## src/rtl/mulv_seq_if.sv

```systemverilog
// mulv_seq_if: start/done bundle for the bit-sliced sequential multiplier.
// The accum signal exists only when MULV_MAC_EN is defined.
//
// Handshake: a request is accepted on a rising clk edge where start=1 and
// ready=1; a, b (and accum) are sampled on that edge only. ready is high
// exactly while the engine is idle, which includes the cycle in which done
// pulses. done is a one-cycle pulse marking the cycle in which y first
// shows the new result; y holds that value until the next done.
interface mulv_seq_if #(
    parameter int WIDTH_OP = 2,
    parameter int LANES    = 16
);
    logic                          start;
    logic                          ready;
    logic [WIDTH_OP*LANES-1:0]     a;
    logic [WIDTH_OP*LANES-1:0]     b;
`ifdef MULV_MAC_EN
    logic                          accum;
`endif
    logic [2*WIDTH_OP*LANES-1:0]   y;
    logic                          done;
    // Current FSM state, exported for observation.
    logic [0:0]                    dbg_state;

`ifdef MULV_MAC_EN
    modport master (output start, output a, output b, output accum,
                    input ready, input y, input done, input dbg_state);
    modport slave  (input start, input a, input b, input accum,
                    output ready, output y, output done, output dbg_state);
`else
    modport master (output start, output a, output b,
                    input ready, input y, input done, input dbg_state);
    modport slave  (input start, input a, input b,
                    output ready, output y, output done, output dbg_state);
`endif
endinterface

```

## src/rtl/mulv_seq.sv

```systemverilog
// mulv_seq: LANES independent unsigned WIDTH_OP x WIDTH_OP multipliers in
// bit-plane form, one multiplier bit per clock. Operands and result are
// stored as planes: plane k is the LANES-bit word holding bit k of every lane.
// Optional feature: define MULV_MAC_EN to add the accum input, which seeds
// the accumulator with the previous y (result wraps mod 2^(2*WIDTH_OP)).
module mulv_seq #(
    parameter int WIDTH_OP = 2,
    parameter int LANES    = 16
) (
    input  logic        clk,
    input  logic        rst,
    mulv_seq_if.slave   bus
);
    localparam int AW = WIDTH_OP * LANES;
    localparam int YW = 2 * WIDTH_OP * LANES;
    localparam int IW = (WIDTH_OP > 1) ? $clog2(WIDTH_OP) : 1;

    localparam logic [0:0] IDLE = 1'b0;
    localparam logic [0:0] RUN  = 1'b1;

    logic [0:0]       state;
    logic [IW-1:0]    i;
    logic [AW-1:0]    a_reg;
    logic [AW-1:0]    b_reg;
    logic [YW-1:0]    acc;
    logic [YW-1:0]    y_r;
    logic             done_r;

    logic [LANES-1:0] b_plane;
    logic [AW-1:0]    masked;
    logic [YW-1:0]    pp;
    logic [YW-1:0]    acc_next;
    logic [LANES-1:0] carry;
    logic [LANES-1:0] pa;
    logic [LANES-1:0] pb;

    assign bus.ready     = (state == IDLE);
    assign bus.y         = y_r;
    assign bus.done      = done_r;
    assign bus.dbg_state = state;

    // Partial product for multiplier bit i, shifted up i planes, then a
    // plane-wise ripple add into acc. Lanes never exchange carries; the
    // carry out of the top plane is dropped (wrap-around).
    always_comb begin
        b_plane  = b_reg[int'(i)*LANES +: LANES];
        masked   = '0;
        pp       = '0;
        acc_next = '0;
        carry    = '0;
        pa       = '0;
        pb       = '0;
        for (int k = 0; k < WIDTH_OP; k++) begin
            masked[k*LANES +: LANES] = a_reg[k*LANES +: LANES] & b_plane;
        end
        pp = {{AW{1'b0}}, masked} << (int'(i) * LANES);
        for (int j = 0; j < 2*WIDTH_OP; j++) begin
            pa = acc[j*LANES +: LANES];
            pb = pp[j*LANES +: LANES];
            acc_next[j*LANES +: LANES] = pa ^ pb ^ carry;
            carry = (pa & pb) | (carry & (pa ^ pb));
        end
    end

    // Control FSM: capture on accepted start, step one bit per cycle,
    // publish y and pulse done on the last step.
    always_ff @(posedge clk or posedge rst) begin
        if (rst) begin
            state  <= IDLE;
            i      <= '0;
            a_reg  <= '0;
            b_reg  <= '0;
            acc    <= '0;
            y_r    <= '0;
            done_r <= 1'b0;
        end else begin
            done_r <= 1'b0;
            case (state)
                IDLE: begin
                    if (bus.start) begin
                        a_reg <= bus.a;
                        b_reg <= bus.b;
                        i     <= '0;
`ifdef MULV_MAC_EN
                        acc   <= bus.accum ? y_r : '0;
`else
                        acc   <= '0;
`endif
                        state <= RUN;
                    end
                end
                RUN: begin
                    acc <= acc_next;
                    if (i == IW'(WIDTH_OP - 1)) begin
                        y_r    <= acc_next;
                        done_r <= 1'b1;
                        state  <= IDLE;
                    end else begin
                        i <= i + IW'(1);
                    end
                end
                default: state <= IDLE;
            endcase
        end
    end
endmodule
```

## src/flat_wrapper.sv

```systemverilog
// flat-port wrapper written by rule: the top's interface ports become plain ports
module mulv_seq_flat 
#(
    parameter int WIDTH_OP = 2,
    parameter int LANES    = 16
)
  (clk, rst, bus_start, bus_a, bus_b, bus_ready, bus_y, bus_done, bus_dbg_state);
  mulv_seq_if #(.WIDTH_OP(WIDTH_OP), .LANES(LANES)) bus_i ();
  input  logic clk;
  input  logic rst;
  input wire logic [$bits(bus_i.start)-1:0] bus_start;
  input wire logic [$bits(bus_i.a)-1:0] bus_a;
  input wire logic [$bits(bus_i.b)-1:0] bus_b;
  output wire logic [$bits(bus_i.ready)-1:0] bus_ready;
  output wire logic [$bits(bus_i.y)-1:0] bus_y;
  output wire logic [$bits(bus_i.done)-1:0] bus_done;
  output wire logic [$bits(bus_i.dbg_state)-1:0] bus_dbg_state;
  assign bus_i.start = bus_start;
  assign bus_i.a = bus_a;
  assign bus_i.b = bus_b;
  assign bus_ready = bus_i.ready;
  assign bus_y = bus_i.y;
  assign bus_done = bus_i.done;
  assign bus_dbg_state = bus_i.dbg_state;
  mulv_seq #(.WIDTH_OP(WIDTH_OP), .LANES(LANES)) u_core (.clk(clk), .rst(rst), .bus(bus_i));
endmodule
```

## config.mk

```make
export PLATFORM = sky130hd
export DESIGN_NAME = mulv_seq_flat
export DESIGN_NICKNAME = d
export VERILOG_FILES = /design/src/rtl/mulv_seq_if.sv /design/src/rtl/mulv_seq.sv /design/src/flat_wrapper.sv
export SDC_FILE = /design/constraint.sdc
export NUM_CORES = 1
export LEC_CHECK = 0
export BUFFER_PORTS_ARGS = -buffer_cell sky130_fd_sc_hd__buf_2
export CORE_AREA = 10 10 144 146
export DETAILED_ROUTE_END_ITERATION = 8
export DIE_AREA = 0 0 154 156
export PLACE_DENSITY = 0.84
export SLEW_MARGIN = 20
export SYNTH_ARGS = -nofsm -noshare
export SYNTH_HDL_FRONTEND = slang
export SYNTH_SLANG_ARGS = --single-unit
```

## constraint.sdc

```tcl
create_clock -name clk -period 5.95 [get_ports clk]
set_clock_uncertainty 0.15 [all_clocks]
set_input_delay 0.8925 -clock clk [delete_from_list [all_inputs] [get_ports clk]]
set_output_delay 0.8925 -clock clk [all_outputs]
set_load 0.005 [all_outputs]
```

**Yosys cells after proc, flatten, opt, wreduce, memory -nomap -nowiden**

Index checks and enable logic that the tools add are counted.

- Add/subtract/negate cells: 1
- Eq/ne operators: 1
- Shift operators: 2
- Mux-type cells: 10
- Bitwise gates (word level): 17
- Reduce and logical (&&, ||, !) cells: 2

Operators with widths:

| operator | number |
|---|---|
| $pmux W64 S2 | 1 |
| $and A16 B16 Y16 | 7 |
| $xor A16 B16 Y16 | 7 |
| $mux W64 | 1 |
| $shl A32 B5 Y64 | 1 |
| $or A16 B16 Y16 | 2 |
| $shiftx A32 B6 Y16 | 1 |
| $mux W1 | 6 |
| $pmux W1 S2 | 2 |
| $reduce_and A2 Y1 | 2 |
| $ne A2 B2 Y1 const B | 1 |
| $add A1 B1 Y1 const B | 1 |
| $not A1 Y1 | 1 |

- Register bits: 195
- Input bits: 67
- Output and inout bits: 67
- Word-level logic and storage cells: 40

**Logic depth before layout (Yosys ltp)**

Gate-level depths: netlist of run 1.

- Depth after elaboration: 10
- Gate-level depth with buffers: 10
- Depth with buffers taken out: 9

**Worst setup path after synthesis of run 1**

Ideal clock, no wire load.

- Path type: reg2reg
- Start point: register u_core.i
- End point: register u_core.acc[53]
- Setup time: 0.079 ns
- Arrival: 2.337 ns
- Data required time: 5.721 ns
- Path slack: 3.384 ns
- Stages on the path, launching flop included: 10
- Path buffers: 2
- Path through: dfrtp_1 > buf_2 > inv_2 > clkbuf_1 > and3_1 > ha_1 > fa_1 > fa_1 > mux2_2 > mux2i_1

- Cells in the longest elaborated chain, start to end: 10
- Elaborated cells on any way between the ends: 16
- Classes of those cells: shift: 2; mux: 1; bitwise: 13

Ends and longest elaborated chain:

| item | RTL line | text |
|---|---|---|
| start, declared | mulv_seq.sv:22 | `logic [IW-1:0] i;` |
| start signal, assigned | mulv_seq.sv:99 | `i <= i + IW'(1);` |
| $shiftx A32 B6 Y16 | mulv_seq.sv:46 | `b_plane = b_reg[int'(i)*LANES +: LANES];` |
| $and A16 B16 Y16 | mulv_seq.sv:54 | `masked[k*LANES +: LANES] = a_reg[k*LANES +: LANES] & b_plane;` |
| $shl A32 B5 Y64 (*) | mulv_seq.sv:56 | `pp = {{AW{1'b0}}, masked} << (int'(i) * LANES);` |
| $and A16 B16 Y16 or $xor A16 B16 Y16 (tied branches) | mulv_seq.sv:61 | `carry = (pa & pb) \| (carry & (pa ^ pb));` |
| $and A16 B16 Y16 | mulv_seq.sv:61 |  |
| $or A16 B16 Y16 | mulv_seq.sv:61 |  |
| $and A16 B16 Y16 | mulv_seq.sv:61 |  |
| $or A16 B16 Y16 | mulv_seq.sv:61 |  |
| $xor A16 B16 Y16 (*) | mulv_seq.sv:60 | `acc_next[j*LANES +: LANES] = pa ^ pb ^ carry;` |
| $pmux W64 S2 (*) | mulv_seq.sv:78 | `case (state)` |
| end signal, assigned | mulv_seq.sv:93 | `acc <= acc_next;` |
| end, declared | mulv_seq.sv:25 | `logic [YW-1:0] acc;` |

Mark *: on every way between the ends. The rest lies on a longest branch, timed or not.
A chain may end at the register's enable or synchronous reset.

**Worst setup path in the final report of run 1**

- Start point: register u_core.state, in the netlist u_core.bus.dbg_state
- End point: output bus_ready

- Cells in the longest elaborated chain, start to end: 1

Ends and longest elaborated chain:

| item | RTL line | text |
|---|---|---|
| start, declared | mulv_seq.sv:21 | `logic [0:0] state;` |
| start signal, assigned | mulv_seq.sv:69 | `state <= IDLE;` |
| start signal, assigned | mulv_seq.sv:89 | `state <= RUN;` |
| start signal, assigned | mulv_seq.sv:97 | `state <= IDLE;` |
| $not A1 Y1 (no source line) | -- |  |
| end, declared | flat_wrapper.sv:14 | `output wire logic [$bits(bus_i.ready)-1:0] bus_ready;` |

No other way between the ends.

==> summary.md, run 1 <==
| Metric | Value |
|---|---|
| Slack of the critical path | roughly 2.5 ns |
| Drt first-iter violations | 407 |
| Status | finished clean |
| Reg2Reg Setup Slack | roughly 2.9 ns |
| Register area | roughly 4900 um^2 |
| Vias/cell | between 5 and 6 |
| Avg Inst Size Synth | 12.52 um^2 |
| H-tree lvl count | 4 |
| Worst min path class | flop to flop |
| Post-synthesis cell type count | 29 |
| Vias in the first global route | 6399 |
| Largest stage delay, worst path | 0.97 ns |
| Tightest Pin Transition | ~0.88 ns |
| CP required | ~4.9 ns |
| Top cells by area, synth | dfrtp_1, mux2_2, fa_1 |
| 1st-pass router iterations | 5 |
| Vias | 5891 |
| First-pass GRT wire length | around 34000 um |
| Critical path class | flop to primary output |
| Hold endpoint | u_core.bus.y[5] |
| CTS tree | done |
| Clock Path Buffers | 2 |
| Clock transition at the registers of the reported paths | 0.07 ns |
| Max-Cap Viols | 0 |
| Final Slew Violations | 0 |
| Most common cell after layout, fill and taps aside | dfrtp_1 |
| Layout area overhead | 15.26% |
| Starting Density | around half |
| DR WL/cell | between 15 and 20 um |
| Synthesized area | 9116 um^2 |
| Worst slew margin | 41.24% |
| Worst Path Max Fanout | 90 |
| Worst hold start | u_core.bus.y[5] |
| Total power | 5.815 mW |
| PD cells | 553.4 nW/um^2 |
| Final HPWL DP | between 10000 and 15000 um |
| Register area share after synthesis | 53.53% |
| Final period util | 57.53% |
| Fill cells | between 1000 and 1500 |
| Gr usage total | between 10% and 20% |
| Post-synth top area share | ~54% |
| Total grt overflow | 0 |
| Reg2Reg Depth | 6 |
| Dpl ws | about 2.4 ns |
| Worst ir drop on vdd | 0.3434 mV |
| Cts hold-fix bufs | 0 |
| Fmax | ~0.29 GHz |
| PostCTS Resize Cnt | 0 |
| Fin Setup TNS | 0 ns |
| Fin. Hold Viols | 0 |
| Largest net degree at the start of global routing | between 150 and 200 |
| N_diodes | 0 |
| Core area | between 15000 and 20000 um^2 |
| RSZ-0062 raised after global routing | no |
| Syn_nets | about 840 |
| Commonest cells after routing, fill and taps aside | dfrtp_1, buf_2, mux2_2, nand2_1, o21ai_0 |
| Hold Path Depth | 1 |
| Die Area | between 20000 and 25000 um^2 |
| Crit-path cells | buf_4, inv_1, buf_2 |
| Multi-input logic area | 3964 um^2 |
| Final WL | between 20000 and 25000 um |
| CTS Buf Count | 17 |
| WP data arrival | about 2.4 ns |
| Nets | between 900 and 1000 |
| Post-CTS setup buffer count | 0 |
| CTS Root Cell | clkbuf_16 |
| Ports | around 130 |
| Setup violations, final | 0 |
| Mapped Cells | 728 |
| Synth area leader | dfrtp_1 |
| Antenna violations before repair | 0 |
| Placer congestion estimate | between 0.7 and 0.8 |
| Startpoint Class | flop |
| Post-route ant nets | 0 |
| CTS sink cnt | a little under 200 |
| FF-to-FF Start | u_core.i |
| Slowest cell on the critical path | dfrtp_4 |
| FF-to-FF End | u_core.acc[53] |
| Die height | 156 um |
| Rows | a little under 50 |
| Die width | between 150 and 200 um |
| Leak | roughly 5 nW |
| PortBufs | 133 |
| Share of layout cells above drive strength 1 | between 30% and 40% |
| # DRC | 0 |
| Period minus WS final | approximately 3.4 ns |
| Synth Warn # | 0 |
| Yosys reg bits | 195 |
| Critical path capture point type | primary output |
| Worst-Skew Late Latency | about 0.43 ns |
## metrics by stage
step / utilization [%] / hold slack [ns] / instance area [um^2] / std cells
floorplan: - / 0.3208 / 9120 / 728
global placement: 55.42 / 0.3153 / 9887 / 1051
detailed placement: 55.42 / 0.3201 / 9887 / 1051
CTS: 58.90 / 0.3372 / 10510 / 1081
global route: 58.90 / 0.3486 / 10510 / 1081
finish: 58.90 / 0.3306 / 10510 / 1081
## power breakdown
part	switching [mW]	internal (mW)	total [mW]
Sequential	0.509	1.93	2.44
Combinational	1.08	1.08	2.16
Clock	0.507	0.713	1.22
Total	2.09	3.72	5.81
## metal layers
metal  wire (um)  track usage, %  vias up
met5           0               0        -
met3        1198           5.266       20
li1            -               -     2726
met2       10670           30.24      136
met4         365           4.948        0
met1        8744           21.26     3009
## logic make-up (layout without fill, tap and decap cells)
kind of cell | Yosys count | in the layout | share of synthesized area (%)
DFF | 195 | 195 | 53.53
and+or+nand+nor | 176 | 176 | 9.786
muxes | 142 | 142 | 17.32
AOI/OAI and AO/OA | 99 | 99 | 5.531
buffers and inverters | 52 | 176 | 3.074
adders and majority gates | 48 | 48 | 9.223
xor gates and xnor gates | 16 | 16 | 1.537
## worst max path at each step
stage / slack, ns / cells after the start / endpoint / startpoint
3_3_place_gp: 2.40 / 5 / u_core.b_reg[28] / bus_start
2_1_floorplan: 2.39 / 1 / u_core.a_reg[0] / rst
5_1_grt: 2.33 / 3 / bus_ready / u_core.bus.dbg_state
6_report: 2.53 / 3 / bus_ready / u_core.bus.dbg_state
3_5_place_dp: 2.37 / 5 / u_core.a_reg[19] / bus_start
4_1_cts: 2.50 / 3 / bus_ready / u_core.bus.dbg_state
## synthesized netlist by cell type (all sizes together)
| cell | instances |
|---|---|
| dfrtp | 195 |
| mux2 | 126 |
| nand2 | 78 |
| o21ai | 63 |
| nand2b | 48 |
| and3 | 33 |
| a21oi | 32 |
| fa | 32 |
| buf | 30 |
| ha | 16 |
| mux2i | 16 |
| xnor2 | 16 |
| nand3 | 15 |
| clkbuf | 14 |
| inv | 8 |
| a21o | 1 |
| a31oi | 1 |
| nor2 | 1 |
| nor2b | 1 |
| o22ai | 1 |
| o2bb2ai | 1 |
## critical path, delay by kind of cell, from the launching register on
family | cells | cell delay [ns]
buffers and inverters | 3 | 0.98
DFF | 1 | 0.97
## cell type report
class / count / share of cell area [%]
clock buffer: 18 / 4.180
clock inverter: 12 / 1.727
inverter: 8 / 0.3453
multi-input combinational: 481 / 37.72
sequential: 195 / 46.49
tap: 229 / 2.727
timing repair buffer: 138 / 6.811
Note: power is estimated with default switching activity, not from simulation.
==> inputs of run 2 (changes only) <==
--- a/config.mk
+++ b/config.mk
@@ -5,10 +5,11 @@
 export SDC_FILE = /design/constraint.sdc
 export NUM_CORES = 1
 export LEC_CHECK = 0
+export ABC_AREA = 1
 export BUFFER_PORTS_ARGS = -buffer_cell sky130_fd_sc_hd__buf_2
-export CORE_AREA = 10 10 144 146
+export CORE_AREA = 10 10 143 145
 export DETAILED_ROUTE_END_ITERATION = 8
-export DIE_AREA = 0 0 154 156
+export DIE_AREA = 0 0 153 155
 export PLACE_DENSITY = 0.84
 export SLEW_MARGIN = 20
 export SYNTH_ARGS = -nofsm -noshare
==> constraint.sdc (replaced) <==
create_clock -name clk -period 3.07 [get_ports clk]
set_clock_uncertainty 0.15 [all_clocks]
set_input_delay 0.4605 -clock clk [delete_from_list [all_inputs] [get_ports clk]]
set_output_delay 0.4605 -clock clk [all_outputs]
set_load 0.005 [all_outputs]
==> summary.md, run 2 <==
| Metric | Value |
|---|---|
| CTS Root Cell | clkbuf_16 |
| Most common cell after layout, fill and taps aside | nand2_1 |
| Critical path class | flop to flop |
| Hold Path Depth | 3 (+2) |
| Post-synth EDFFs | 0 (unchanged) |
| FF-to-FF Start | u_core.i |
| Antenna violations before repair | 1 (+1) |
| Reg2Reg Depth | 11 (+5) |
| Leak | 5.685 nW (+13%) |
| Max-Cap Viols | 0 (unchanged) |
| Yosys reg bits | 195 (unchanged) |
| Nets | 1258 (+32%) |
| Instance area at placement | 9887 um^2 (unchanged) |
| Drt first-iter violations | 658 (+62%) |
| Fmax | roughly 0.4 GHz |
| Ports | 134 (unchanged) |
| Die height | 155 um (-0.64%) |
| Final HPWL DP | 17270 um (+25%) |
| Vias/cell | 5.209 (-4.4%) |
| Period minus WS final | 2.470 ns |
| Total grt overflow | 0 (unchanged) |
| CTS tree | done |
| Largest stage delay, worst path | 0.44 ns (-0.53 ns) |
| Fin util | 59.85% (+0.95 points) |
| Slack of the critical path | 0.5997 ns (-1.927 ns) |
| RSZ-0062 raised after global routing | no |
| Share of flip-flops with an asynchronous set or reset | 100.0% (unchanged) |
| FF-to-FF End | u_core.bus.y[48] |
| Critical path capture point type | flop |
| Crit path depth | 11 (+8) |
| 1st-pass router iterations | 5 (unchanged) |
| Fin. Hold Viols | 0 (unchanged) |
| Final period util | between 80% and 90% |
| Most common cell in the netlist | nand2_1 |
| Gr usage total | 20.18% (+2.5 points) |
| # DRC | 0 (unchanged) |
| Crit-path cells | inv_1, buf_4, nand2_1, nor2_1, ha_1, fa_1, fa_1, inv_1, nand2_1, nand3_1, nand2_1 |
| PortBufs | 133 (unchanged) |
| Share of layout cells above drive strength 1 | 16.09% (-15 points) |
| Hold endpoint | u_core.b_reg[17] |
| Post-route ant nets | 0 (unchanged) |
| Slowest cell on the critical path | fa_1 |
| Clock transition at the registers of the reported paths | 0.07 ns (about the same) |
| Tightest Pin Transition | 0.6667 ns (-0.2147 ns) |
| Placer congestion estimate | 0.8539 (+13%) |
| Synth Warn # | 0 (unchanged) |
| Top cells by area, synth | dfrtp_1, nand2_1, fa_1 |
| Dpl ws | 0.6207 ns (-1.753 ns) |
| Die width | 153 um (-0.65%) |
| Register area share after synthesis | 53.88% (+0.35 points) |
| Post-synth top cells | nand2_1, dfrtp_1, inv_1 |
| Worst Path Max Fanout | 33 (-63%) |
| Final Slew Violations | 0 (unchanged) |
| Post-route cell area | 10570 um^2 (+0.57%) |
| Worst ir drop on vdd | 0.5740 mV (+67%) |
| Avg Inst Size Synth | 8.818 um^2 (-30%) |
| Setup violations, final | 0 (unchanged) |
| Synthesized area | 9056 um^2 (-0.66%) |
| H-tree lvl count | 4 (unchanged) |
| Startpoint Class | flop |
| CP required | 3.24 ns (-1.67 ns) |
| Worst slew margin | 55.45% (+14 points) |
| CTS sink cnt | 195 (unchanged) |
| Status | finished clean |
| Crit path top cell by count | nand2_1 |
| CTS Buf Count | 17 (unchanged) |
| Worst min path class | input port to flop |
| PD cells | 1005 nW/um^2 (+82%) |
| Vias in the first global route | 7206 (+13%) |
| Fin cells | 1385 (+28%) |
| Layout area overhead | 16.69% |
| Largest net degree at the start of global routing | 84 (-48%) |
| WP data arrival | 2.64 ns (+0.26 ns) |
| Vias | 7214 (+22%) |
| N_diodes | 0 (unchanged) |
| PostCTS Resize Cnt | 0 (unchanged) |
| Commonest cells after routing, fill and taps aside | nand2_1, dfrtp_1, buf_2, inv_1, nand3_1 |
| Post-synth top area share | 53.88% (+0.35 points) |
| Placed cells | 1352 (+29%) |
| Reg2Reg Setup Slack | 0.60 ns (-2.31 ns) |
| First-pass GRT wire length | 38090 um (+11%) |
| Syn_nets | 1142 (+35%) |
| Most used DFF post-synth | dfrtp_1 |
| Core area | 17660 um^2 (-1.0%) |
| Die Area | 23720 um^2 (-1.3%) |
| Worst hold start | bus_b[17] |
| Post-synthesis cell type count | 17 (-41%) |
| Worst-Skew Late Latency | 0.44 ns (about the same) |
| Starting Density | 51.29% (+0.19 points) |
| Synth area leader | dfrtp_1 |
| Rows | 49 (unchanged) |
| Clock Path Buffers | 2 (unchanged) |
| Total power | 10.62 mW (+83%) |
| Final WL | 23730 um (+13%) |
| DR WL/cell | 17.13 um (-12%) |
| Crit path max-delay family | adder cells |
| Mapped Cells | 1027 (+41%) |
| Buf+Inv Stages, Crit Path | 3 (unchanged) |
## run 2: stage by stage
step           hold WS (ns)  TNS, ns
2_1_floorplan        0.2917   -11.49
3_3_place_gp         0.3071        0
3_5_place_dp         0.3090        0
4_1_cts             0.08822        0
5_1_grt              0.1015        0
6_report            0.09639        0
## run 2: worst max-delay path by stage
stage | start | slack, ns | endpoint
floorplan | rst | -0.06 | u_core.a_reg[0]
global placement | u_core.i | 0.69 | u_core.bus.y[47]
detailed placement | u_core.i | 0.62 | u_core.acc[47]
CTS | u_core.i | 0.60 | u_core.acc[47]
global route | u_core.i | 0.43 | u_core.bus.y[47]
finish | u_core.i | 0.60 | u_core.bus.y[48]
## run 2: kinds of logic (layout without fill, tap and decap cells)
| kind of cell | Yosys count | after routing | share of synthesized area (%) |
|---|---|---|---|
| simple gates | 500 | 500 | 22.38 |
| flops | 195 | 195 | 53.88 |
| buf+inv | 171 | 300 | 8.207 |
| compound gates | 113 | 113 | 6.245 |
| fa+ha+maj | 48 | 48 | 9.284 |
## run 2: power by group
part           switching, mW  internal (mW)
clock network           1.01           1.51
logic                   2.51           1.22
registers              0.745           3.63
total                   4.26           6.36
## run 2: repair_timing
action / 4_1_cts / 5_1_grt
endpoints found under the hold margin: 21 / 0
hold buffers: 1 / 0
buffers inserted: 0 / 0
## run 2: area by class of cell
cell class              instances  area, um^2
repair buffers                149       838.3
multi-input cells             661        3441
inverters                     119       451.7
clock buffers                  19       452.9
fillers                      1489        7089
clock inverters                13       217.7
flip-flops and latches        195        4880
well taps                     229       286.5
## run 2: worst register-to-register path, stage by stage (launching register included)
cell	delay, ns
dfrtp_1	0.35
inv_1	0.04
buf_4	0.23
nand2_1	0.11
nor2_1	0.05
ha_1	0.20
fa_1	0.42
fa_1	0.44
inv_1	0.08
nand2_1	0.08
nand3_1	0.14
nand2_1	0.07
## run 2: routing by layer
layer	global-route usage, %	vias up	part of all wire [%]
met1	25.58	3482	42
met2	32.47	276	48
met3	5.349	31	7.8
li1	-	3423	-
met5	0	-	0.055
met4	7.856	2	2.5
==> inputs of run 3 (changes only) <==
--- a/config.mk
+++ b/config.mk
@@ -5,11 +5,11 @@
 export SDC_FILE = /design/constraint.sdc
 export NUM_CORES = 1
 export LEC_CHECK = 0
-export ABC_AREA = 1
+export ABC_AREA = 0
 export BUFFER_PORTS_ARGS = -buffer_cell sky130_fd_sc_hd__buf_2
-export CORE_AREA = 10 10 143 145
+export CORE_AREA = 10 10 144 146
 export DETAILED_ROUTE_END_ITERATION = 8
-export DIE_AREA = 0 0 153 155
+export DIE_AREA = 0 0 154 156
 export PLACE_DENSITY = 0.84
 export SLEW_MARGIN = 20
 export SYNTH_ARGS = -nofsm -noshare
==> constraint.sdc (replaced) <==
create_clock -name clk -period 2.17 [get_ports clk]
set_clock_uncertainty 0.15 [all_clocks]
set_input_delay 0.3255 -clock clk [delete_from_list [all_inputs] [get_ports clk]]
set_output_delay 0.3255 -clock clk [all_outputs]
set_load 0.005 [all_outputs]
==> summary.md, run 3 (synthesis results as in run 1) <==
| Metric | Value |
|---|---|
| N_diodes | 0 (unchanged) |
| Crit path depth | 8 (-3) |
| Starting Density | 51.10% (-0.19 points) |
| Startpoint Class | flop |
| CTS Root Cell | clkbuf_16 |
| First-pass GRT wire length | 40450 um (+6.2%) |
| Crit path top cell by count | fa_2 |
| Crit path max-delay family | adder cells |
| CTS sink cnt | 195 (unchanged) |
| Critical path class | flop to flop |
| Reg2Reg Depth | 8 (-3) |
| Share of layout cells above drive strength 1 | 42.18% (+26 points) |
| Gr usage total | 21.54% (+1.4 points) |
| Slack of the critical path | -0.2307 ns (-0.8304 ns) |
| Placer congestion estimate | 0.8110 (-5.0%) |
| Vias | 6459 (-10%) |
| Largest stage delay, worst path | 0.45 ns (about the same) |
| Slowest cell on the critical path | dfrtp_2 |
| Post-route ant nets | 0 (unchanged) |
| Min Hold Slack | 0.02038 ns (-0.07601 ns) |
| Fin Setup TNS | -6.611 ns (-6.611 ns) |
| Buf+Inv Stages, Crit Path | 2 (-1) |
| # DRC | 0 (unchanged) |
| Total grt overflow | 0 (unchanged) |
| Final HPWL DP | 16230 um (-6.0%) |
| Leak | 5.479 nW (-3.6%) |
| PD cells | 1468 nW/um^2 (+46%) |
| Ports | 134 (unchanged) |
| Core area | 17840 um^2 (+1.0%) |
| CP required | 2.36 ns (-0.88 ns) |
| CTS Buf Count | 17 (unchanged) |
| Top layer reached by signal wires | met4 |
| FF-to-FF End | u_core.acc[48] |
| Die height | 156 um (+0.65%) |
| Die width | 154 um (+0.65%) |
| Status | finished with violations |
| Largest net degree at the start of global routing | 66 (-21%) |
| Drt first-iter violations | 387 (-41%) |
| Worst ir drop on vdd | 0.9206 mV (+60%) |
| Crit-path cells | inv_6, buf_6, and3_4, ha_4, fa_2, fa_2, mux2_4, mux2i_2 |
| Post-route cell area | 12120 um^2 (+15%) |
| Final WL | 25750 um (+8.5%) |
| Worst-Skew Late Latency | 0.44 ns (about the same) |
| DR WL/cell | 21.78 um (+27%) |
| Most common cell after layout, fill and taps aside | dfrtp_1 |
| Worst setup path start | u_core.i |
| FF-to-FF Start | u_core.i |
| Multi-input logic area | 4531 um^2 (+32%) |
| Antenna violations before repair | 0 (-1) |
| Commonest cells after routing, fill and taps aside | dfrtp_1, buf_2, mux2_2, nand2_1, dlygate4sd3_1 |
| Critical path capture point type | flop |
| Die Area | 24020 um^2 (+1.3%) |
| PortBufs | 133 (unchanged) |
| Worst Path Max Fanout | 6 (-82%) |
| Final period util | 110.6% (+30 points) |
| Fmax | 0.4165 GHz (+2.9%) |
| WP data arrival | 2.60 ns (-0.04 ns) |
| Instance area at placement | 10630 um^2 (+7.5%) |
| Dpl ws | -0.2106 ns (-0.8312 ns) |
| Tightest Pin Transition | 0.7417 ns (+0.07502 ns) |
| Max-Cap Viols | 0 (unchanged) |
| Vias/cell | 5.464 (+4.9%) |
| Failing checks | negative setup slack |
| Layout area overhead | 32.93% |
| Reg2Reg Setup Slack | -0.23 ns (-0.83 ns) |
| Rows | 49 (unchanged) |
| Setup violations, final | 60 (+60) |
| Met1 Routed Length | 9828 um (-0.91%) |
| Metal2 WL | 14060 um (+24%) |
| Clock Path Buffers | 2 (unchanged) |
| Clock transition at the registers of the reported paths | 0.08 ns (about the same) |
| Period minus WS final | 2.401 ns (-0.06962 ns) |
| Worst min path class | input port to flop |
| Crit path capture | u_core.acc[48] |
| Register area | 4885 um^2 (+0.10%) |
| 1st-pass router iterations | 5 (unchanged) |
| Worst slew margin | 50.55% (-4.9 points) |
| Final Slew Violations | 0 (unchanged) |
| RSZ-0062 raised after global routing | yes |
| CTS tree | done |
| WL met3 | 1205 um (-35%) |
| Fin. Hold Viols | 0 (unchanged) |
| Nets | 1055 (-16%) |
| Fill cells | 1146 (-23%) |
| Vias in the first global route | 7089 (-1.6%) |
| H-tree lvl count | 4 (unchanged) |
==> run 3: changes by cell type in the layout (fill, tap and decap cells not counted), sizes merged, moves of 26 or more <==
cell / before / now
a21oi: 0 / 32
and3: 0 / 33
buf: 148 / 174
dlygate4sd3: 1 / 62
inv: 123 / 10
mux2: 0 / 126
nand2: 354 / 78
nand2b: 0 / 48
nand3: 112 / 15
nor2: 34 / 1
o21ai: 113 / 63
==> run 3: worst reg2reg max path, delay by kind of cell, from the launching register on <==
family        cells  cell delay (ns)
fa+ha+maj         3             0.88
mux               2             0.46
simple gates      1             0.15
buf+inv           2             0.21
flops             1             0.45
==> run 3: how the worst min path moves through the flow <==
stage / from / to / slack, ns / depth (start not counted)
after floorplan: u_core.acc[48] / u_core.acc[48] / 0.32 / 1
after global placement: rst / u_core.acc[26] / 0.23 / 2
after detailed placement: rst / u_core.acc[42] / 0.23 / 2
after CTS: bus_a[14] / u_core.a_reg[14] / 0.0008 / 2
after global routing: bus_b[1] / u_core.b_reg[1] / 0.006 / 2
final: bus_b[1] / u_core.b_reg[1] / 0.02 / 2
==> run 3: layout make-up <==
type                       count  share of cell area, %
clock buffer                  20                  3.769
clock inverter                12                  1.012
inverter                       8                 0.3407
multi-input combinational    481                  37.39
sequential                   195                  40.31
tap                          229                  2.364
timing repair buffer         237                  14.82
==> run 3: report_power, final <==
group / internal [mW] / leakage (nW) / switching, mW
clock network: 1.67 / 0.273 / 1.46
logic: 4.21 / 2.76 / 3.73
registers: 5.29 / 2.44 / 1.43
==> run 3: repair_timing <==
item,in CTS,in global routing
setup buffers,4,3
resized for setup,36,16
pin swaps,11,14
hold buffers,61,1
cloned,1,0
hold endpoints to repair,76,1
setup endpoints to repair,64,65
==> run 3: stage by stage <==
stage / power (mW) / instances / utilization, %
after floorplan: 11.35 / 728 / -
after global placement: 13.57 / 1080 / 59.58
after detailed placement: 13.92 / 1080 / 59.58
after CTS: 17.59 / 1178 / 67.30
after global routing: 18.89 / 1182 / 67.92
final: 17.79 / 1182 / 67.92
==> run 3: routing by layer <==
| metal | vias to the layer above | global-route usage [%] |
|---|---|---|
| li1 | 2922 | - |
| met2 | 204 | 38.65 |
| met1 | 3297 | 24.26 |
| met4 | 0 | 9.177 |
| met3 | 36 | 4.549 |
| met5 | - | 0 |
